===== config.mk =====
export PLATFORM = sky130hd
export DESIGN_NAME = xbar_output_arbiter_flat
export DESIGN_NICKNAME = d
export VERILOG_FILES = /design/src/rtl/xbar_arb_pkg.sv /design/src/rtl/xbar_arb_if.sv /design/src/rtl/xbar_output_arbiter_rr_priority_picker.sv /design/src/rtl/xbar_output_arbiter.sv /design/src/flat_wrapper.sv
export SDC_FILE = /design/constraint.sdc
export NUM_CORES = 1
export LEC_CHECK = 0
export ABC_AREA = 1
export ABC_CLOCK_PERIOD_IN_PS = 4270
export CAP_MARGIN = 20
export CORE_ASPECT_RATIO = 0.5
export CORE_MARGIN = 2
export CORE_UTILIZATION = 29
export DETAILED_ROUTE_END_ITERATION = 8
export HOLD_SLACK_MARGIN = 0.12
export PLACE_DENSITY = 0.95
export REMOVE_ABC_BUFFERS = 1
export SETUP_SLACK_MARGIN = 0.4
export SLEW_MARGIN = 10
export SYNTH_ARGS = -nofsm -noshare
export SYNTH_HDL_FRONTEND = slang
export SYNTH_SLANG_ARGS = --single-unit

===== constraint.sdc =====
create_clock -name clk_rx -period 4.27 [get_ports clk_rx]
set_input_delay 0.854 -clock clk_rx [delete_from_list [all_inputs] [get_ports clk_rx]]
set_output_delay 0.854 -clock clk_rx [all_outputs]
set_load 0.02 [all_outputs]

===== src/rtl/xbar_arb_pkg.sv =====
// Shared types and helpers for the crossbar output-port arbiter.
package xbar_arb_pkg;

  typedef enum logic [0:0] {
    IDLE   = 1'b0,
    LOCKED = 1'b1
  } arb_state_e;

  localparam int CNT_W = 16;

  // Explicit wrap so non-power-of-two port counts never land on a dead index.
  function automatic int unsigned next_rr_ptr(input int unsigned ptr, input int unsigned n);
    return (ptr + 1 >= n) ? 0 : ptr + 1;
  endfunction

endpackage


===== src/rtl/xbar_arb_if.sv =====
// FIFO read side plus valid/ready output channel of one crossbar output port.
interface xbar_arb_if #(
  parameter int NUM_IN = 4,
  parameter int DATA_W = 33,
  parameter int IDX_W  = $clog2(NUM_IN)
);

  logic [NUM_IN-1:0]        fifo_empty;
  logic [NUM_IN*DATA_W-1:0] fifo_rdata;
  logic [NUM_IN-1:0]        fifo_pop;
  logic                     out_valid;
  logic                     out_ready;
  logic [DATA_W-1:0]        out_data;
  logic [IDX_W-1:0]         out_src;
  logic                     busy;

  modport master (
    input  fifo_empty, fifo_rdata, out_ready,
    output fifo_pop, out_valid, out_data, out_src, busy
  );

  modport slave (
    output fifo_empty, fifo_rdata, out_ready,
    input  fifo_pop, out_valid, out_data, out_src, busy
  );

endinterface


===== src/rtl/xbar_output_arbiter_rr_priority_picker.sv =====
// Rotating-priority search: first set request at or after rr_ptr, modulo N.
module rr_priority_picker #(
  parameter int N     = 4,
  parameter int IDX_W = $clog2(N)
) (
  input  logic [N-1:0]     req,
  input  logic [IDX_W-1:0] rr_ptr,
  output logic             found,
  output logic [IDX_W-1:0] idx
);

  logic [IDX_W:0] cand;

  // Scan from the far end so the candidate closest to rr_ptr is written last.
  always_comb begin
    found = 1'b0;
    idx   = '0;
    cand  = '0;
    for (int k = N - 1; k >= 0; k--) begin
      cand = {1'b0, rr_ptr} + (IDX_W + 1)'(k);
      if (cand >= (IDX_W + 1)'(N)) cand = cand - (IDX_W + 1)'(N);
      if (req[cand[IDX_W-1:0]]) begin
        found = 1'b1;
        idx   = cand[IDX_W-1:0];
      end
    end
  end

endmodule


===== src/rtl/xbar_output_arbiter.sv =====
// Packet-locked round-robin read scheduler for one crossbar output port.
// Optional per-input packet counters: define XBAR_ARB_GRANT_CNT_EN.
module xbar_output_arbiter
  import xbar_arb_pkg::*;
#(
  parameter int  NUM_IN   = 4,
  parameter int  DATA_W   = 33,
  parameter int  LAST_BIT = 32,
  localparam int IDX_W    = $clog2(NUM_IN)
) (
  input  logic                    clk_rx,
  input  logic                    rst_rx,
`ifdef XBAR_ARB_GRANT_CNT_EN
  input  logic                    cnt_clr,
  output logic [NUM_IN*CNT_W-1:0] grant_cnt,
`endif
  xbar_arb_if.master              bus
);

  arb_state_e        state;
  logic [IDX_W-1:0]  grant;
  logic [IDX_W-1:0]  rr_ptr;
  logic [IDX_W-1:0]  pick_idx;
  logic              pick_found;
  logic [NUM_IN-1:0] req;
  logic [DATA_W-1:0] head;
  logic              pop_fire;
  logic              last_pop;

  assign req = ~bus.fifo_empty;

  rr_priority_picker #(.N(NUM_IN), .IDX_W(IDX_W)) u_picker (
    .req    (req),
    .rr_ptr (rr_ptr),
    .found  (pick_found),
    .idx    (pick_idx)
  );

  // Outputs are pure decodes of state/grant so an async reset clears them at once.
  assign head          = bus.fifo_rdata[int'(grant)*DATA_W +: DATA_W];
  assign bus.out_valid = (state == LOCKED) && !bus.fifo_empty[grant];
  assign bus.out_data  = head;
  assign bus.out_src   = grant;
  assign bus.busy      = (state == LOCKED);
  assign pop_fire      = bus.out_valid && bus.out_ready;
  assign last_pop      = pop_fire && head[LAST_BIT];
  assign bus.fifo_pop  = pop_fire ? ({{(NUM_IN-1){1'b0}}, 1'b1} << grant) : '0;

  always_ff @(posedge clk_rx or posedge rst_rx) begin
    if (rst_rx) begin
      state  <= IDLE;
      grant  <= '0;
      rr_ptr <= '0;
    end else begin
      case (state)
        IDLE: begin
          if (pick_found) begin
            grant <= pick_idx;
            state <= LOCKED;
          end
        end
        LOCKED: begin
          if (last_pop) begin
            state  <= IDLE;
            rr_ptr <= IDX_W'(next_rr_ptr(32'(grant), NUM_IN));
          end
        end
        default: state <= IDLE;
      endcase
    end
  end

`ifdef XBAR_ARB_GRANT_CNT_EN
  logic [CNT_W-1:0] cnt_q [NUM_IN];

  // Clear has priority over a same-cycle packet completion.
  always_ff @(posedge clk_rx or posedge rst_rx) begin
    if (rst_rx) begin
      for (int i = 0; i < NUM_IN; i++) cnt_q[i] <= '0;
    end else if (cnt_clr) begin
      for (int i = 0; i < NUM_IN; i++) cnt_q[i] <= '0;
    end else if (last_pop && (cnt_q[grant] != {CNT_W{1'b1}})) begin
      cnt_q[grant] <= cnt_q[grant] + 1'b1;
    end
  end

  for (genvar g = 0; g < NUM_IN; g++) begin : g_cnt
    assign grant_cnt[g*CNT_W +: CNT_W] = cnt_q[g];
  end
`endif

endmodule


===== src/flat_wrapper.sv =====
// flat-port wrapper written by rule: the top's interface ports become plain ports
module xbar_output_arbiter_flat import xbar_arb_pkg::*;
#(
  parameter int  NUM_IN   = 4,
  parameter int  DATA_W   = 33,
  parameter int  LAST_BIT = 32,
  localparam int IDX_W    = $clog2(NUM_IN)
)
  (clk_rx, rst_rx, bus_fifo_empty, bus_fifo_rdata, bus_out_ready, bus_fifo_pop, bus_out_valid, bus_out_data, bus_out_src, bus_busy);
  xbar_arb_if #(.NUM_IN(NUM_IN), .DATA_W(DATA_W), .IDX_W((2))) bus_i ();
  input  logic clk_rx;
  input  logic rst_rx;
  input wire logic [$bits(bus_i.fifo_empty)-1:0] bus_fifo_empty;
  input wire logic [$bits(bus_i.fifo_rdata)-1:0] bus_fifo_rdata;
  input wire logic [$bits(bus_i.out_ready)-1:0] bus_out_ready;
  output wire logic [$bits(bus_i.fifo_pop)-1:0] bus_fifo_pop;
  output wire logic [$bits(bus_i.out_valid)-1:0] bus_out_valid;
  output wire logic [$bits(bus_i.out_data)-1:0] bus_out_data;
  output wire logic [$bits(bus_i.out_src)-1:0] bus_out_src;
  output wire logic [$bits(bus_i.busy)-1:0] bus_busy;
  assign bus_i.fifo_empty = bus_fifo_empty;
  assign bus_i.fifo_rdata = bus_fifo_rdata;
  assign bus_i.out_ready = bus_out_ready;
  assign bus_fifo_pop = bus_i.fifo_pop;
  assign bus_out_valid = bus_i.out_valid;
  assign bus_out_data = bus_i.out_data;
  assign bus_out_src = bus_i.out_src;
  assign bus_busy = bus_i.busy;
  xbar_output_arbiter #(.NUM_IN(NUM_IN), .DATA_W(DATA_W), .LAST_BIT(LAST_BIT)) u_core (.clk_rx(clk_rx), .rst_rx(rst_rx), .bus(bus_i));
endmodule

Yosys cells after proc, flatten, opt, wreduce, memory -nomap -nowiden --
Cells that the tools add are included. Widths: inputs -> output; s select.
Storage, ports and cells: bits in registers 5, latch bits 0, bits in writable memories 0, bits in read-only memories 0, input bits 139, output and inout port bits 41, word-level logic and storage cells 59, memories kept 0
Cells by class: $add $sub $neg 8, multipliers 1, div/mod/pow operators 0, magnitude comparators 10, equal/unequal tests 0, shifts and indexed selects 2, mux-type cells 27, bitwise operators 2, reductions and logical operators 6
Operators with widths (number):
- $shiftx 132x32->33 | 1
- $mux 2 | 9
- $lt 2x3->1 const B | 5
- $ge 3x3->1 const B | 4
- $mux 1 | 11
- $bmux 1 s2 | 5
- $mul 2x6->8 const B | 1
- $sub 2x1->2 const B | 4
- $add 2x1->3 const B | 2
- $add 2x2->3 const B | 2
- $mux 4 | 1
- $not 4->4 | 1
- $reduce_and 2->1 | 2
- $shl 1x2->4 const A | 1
- $ge 2x3->1 const B | 1
- $logic_and 1x1->1 | 3
- $pmux 1 s2 | 1
- $logic_not 1->1 | 1
- $not 1->1 | 1

Logic depth before layout (Yosys ltp) --
depth after elaboration 11, depth in mapped cells 11

By module --
Synthesis repeated with hierarchy kept, for this count alone.
Unflattened totals: cells, all modules 293, area, all modules 1585.3 sq um
By module, submodules not included:
- xbar_output_arbiter | times used 1, cells each 247, area an instance 1372.6 sq um, seq. area each 125.1 sq um
- rr_priority_picker | times used 1, cells each 46, area an instance 212.7 sq um, seq. area each 0.0 sq um

Worst setup path before layout --
OpenSTA, ideal clock, no wires.
path type input -> output, start input port bus_fifo_empty[3], end output port bus_fifo_pop[0], arrival time 1.710 ns, required time 3.416 ns, setup slack 1.706 ns, cell stages on the path 5, buffers on the path 0, cells stage by stage nand2_1 -> nand3_1 -> a21oi_4 -> nand2_1 -> nor2_1
Between the ends: cells in the longest elaborated chain, start to end 6
RTL lines:
- start: declaration | line flat_wrapper.sv:13 | input wire logic [$bits(bus_i.fifo_empty)-1:0] bus_fifo_empty;
- $bmux 1 s2 | line xbar_output_arbiter.sv:41 | assign bus.out_valid = (state == LOCKED) && !bus.fifo_empty[grant];
- $mux 1 (not written as such) | line xbar_output_arbiter.sv:41
- $logic_not 1->1 | line xbar_output_arbiter.sv:41
- $logic_and 1x1->1 | line xbar_output_arbiter.sv:41
- named net bus_out_valid | line flat_wrapper.sv:17 | output wire logic [$bits(bus_i.out_valid)-1:0] bus_out_valid;
- $logic_and 1x1->1 | line xbar_output_arbiter.sv:45 | assign pop_fire = bus.out_valid && bus.out_ready;
- $mux 4 | line xbar_output_arbiter.sv:47 | assign bus.fifo_pop = pop_fire ? ({{(NUM_IN-1){1'b0}}, 1'b1} << grant) : '0;
- end: declaration | line flat_wrapper.sv:16 | output wire logic [$bits(bus_i.fifo_pop)-1:0] bus_fifo_pop;
The timed path passes the listed nets, and every way through them passes these cells. The select of a mux whose other input is x is not followed.

Worst setup path in the final report --
start input port bus_fifo_empty[2], end output port bus_fifo_pop[0]
Between the ends: cells in the longest elaborated chain, start to end 6
RTL lines (line):
- $bmux 1 s2 | xbar_output_arbiter.sv:41
- $mux 1 (not written as such) | xbar_output_arbiter.sv:41
- $logic_not 1->1 | xbar_output_arbiter.sv:41
- $logic_and 1x1->1 | xbar_output_arbiter.sv:41
- $logic_and 1x1->1 | xbar_output_arbiter.sv:45
- $mux 4 | xbar_output_arbiter.sv:47
Every way passes these cells. The select of a mux whose other input is x is not followed.

==> run metrics <==
Worst-Skew Late Latency=230 ps; LEAKAGE=1.34 nW; CP max-delay cell=clkdlybuf4s50_1; final non-filler cell total=521; syn_area_per_cell=5.14 um2; Setup CP Type=in2out; DR vias=2554; die area=5690 um2; clk_skew=2.86 ps; max frequency=278 MHz; crit path DAT=2740 ps; Crit path buffers/inverters=2; initial cell density of the core=29.9%; # placed instances=517; Critical Path Start Type=input pin; pwr dens=620 nW/um2; Hold Vio Cnt, Final=0; residual DRC count=0; CTS H-tree lvls=1; WL/cell=15.1 um; Pins Over Slew Limit=0; hold crit path type=reg2reg; CP top delay family=buffers and inverters; gr usage total=26.2%; sequential area share after synthesis=8.51%; RSZ-0062 raised after global routing=no; Final Wtd Congestion=0.957; CP endpoint kind=primary output; Final Cycle Share=84.1%; global route overflow=0; maximum vdd drop=378 uV; Post-CTS Hold Fix Bufs=0; CP Max Fanout=4; status=complete, no violations; Worst Tran Pin Value=650 ps; Final setup viols=0; worst slew margin relative to its limit=56.6%; TritonCTS Buffers=3; chip height=54.3 um; Iteration-0 DRC Markers=153; number of max-cap violations=0; Final Core Density=67.7%; num rows=18; Cell Chain, Critical Path=clkdlybuf4s50_1, nand2_1, nand3_1, a21oi_4, nand2_1, nor2_1, clkdlybuf4s50_1; Post-CTS Resized=0; antenna viol nets, final=0; fraction of layout cells with a size suffix above 1=4.21%; Area Growth Syn to Fin=126%; CTS tree=yes; Longest Clk Path Bufs=2; Die X=105 um; DR pass1 iterations=5; initial antenna violation count=0; setup total negative slack=0 ps; Required @ worst endpoint=3420 ps; first-pass GRT wire length=11600 um; Synth Instances=286; Mapped Area=1470 um2; clk sinks=5; max incr delay on CP=640 ps; largest net degree at the start of global routing=73; CTS clk-pin slew, worst paths=30 ps; Post-CTS Setup Repair Bufs=0; I/O pin total=180; Core Footprint=4910 um2; Final nets=595; vias in the first global route=2289; via density per instance=4.90; Netlist cell types=21; drt total wl=7890 um; Port Buf Inserts=179; Seq cells post-synth=5; CTS root buf=clkbuf_8; DP HPWL=6150 um; Yosys Warn Count=0; diode count=0; fin crit period=3590 ps
==> cells by family after synthesis <==
logic type	count (synthesis)	synth area share, %
fa+ha+maj	4	3.40
compound gates	108	41.0
flops	5	8.51
buf+inv	39	11.1
simple gates	130	36.0
==> cell usage in the layout (no fill, tap or decap), drive strengths merged <==
cell type,synthesis,routed
a21oi,2,2
clkdlybuf4s50,0,179
o21ai,71,71
clkbuf,10,4
dfrtp,5,5
o21a,1,1
nor2,73,73
inv,18,18
o22ai,33,33
ha,4,4
and2,2,2
nand2,44,44
nand3,11,11
buf,11,3
a31oi,1,1
==> flip-flops by register name, summed over array words and instances, names as in the netlist <==
register            flops
u_core.bus.busy         1
u_core.bus.out_src      2
u_core.rr_ptr           2
==> worst min-delay path, stage by stage (launching register included) <==
cell and delay (ps):
dfrtp_1 360, nand2_1 70, nand2_1 60
==> stage by stage <==
stage               instance area [um2]  worst slack (ps)  total power [mW]  hold WS, ps
floorplan                          1380               358              1.12          596
global placement                   3280               800              1.94          488
detailed placement                 3280               739              1.95          519
CTS                                3320               694              2.06          527
global route                       3320               574              2.21          555
finish                             3320               679              2.06          526
==> cell usage after synthesis (all sizes together) <==
library cell,number,area [um2]
a31oi,1,6.26
nor2,73,274
o21ai,71,355
dfrtp,5,125
clkbuf,10,37.5
inv,18,67.6
nand3,11,70.1
o21a,1,7.51
ha,4,50.1
o22ai,33,213
nand2,44,173
buf,11,57.6
and2,2,12.5
a21oi,2,21.3
==> layout make-up <==
class	instances	area, um2
inverters	18	67.6
repair buffers	182	1810
flip-flops and latches	5	126
fillers	440	1590
multi-input cells	242	1180
clock buffers	4	45.0
well taps	70	87.6
==> worst paths after layout <==
kind / startpoint / slack, ps / cells after the start / end
worst max-delay path: bus_fifo_empty[2] / 680 / 7 / bus_fifo_pop[0]
worst min-delay path: u_core.bus.busy$_DFF_PP0_ / 530 / 2 / u_core.bus.busy$_DFF_PP0_
worst max register to register: u_core.bus.out_src[0]$_DFFE_PP0P_ / 2370 / 6 / u_core.rr_ptr[1]$_DFFE_PP0P_
worst min register to register: u_core.bus.busy$_DFF_PP0_ / 530 / 2 / u_core.bus.busy$_DFF_PP0_
max in group asynchronous: rst_rx / 3260 / 2 / u_core.bus.out_src[0]$_DFFE_PP0P_
min in group asynchronous: rst_rx / 820 / 2 / u_core.rr_ptr[0]$_DFFE_PP0P_
==> report_power, final <==
group,switching [mW],internal (mW)
Combinational,1.08,0.789
Clock,0.0247,0.0642
Sequential,0.0295,0.0707
==> layer usage <==
layer	global-route usage (%)	share of wire, %
met4	7.33	2.2
met1	31.2	39
met3	3.10	5.1
met2	52.2	53
met5	0	0
Note: power is estimated with default switching activity, not from simulation.
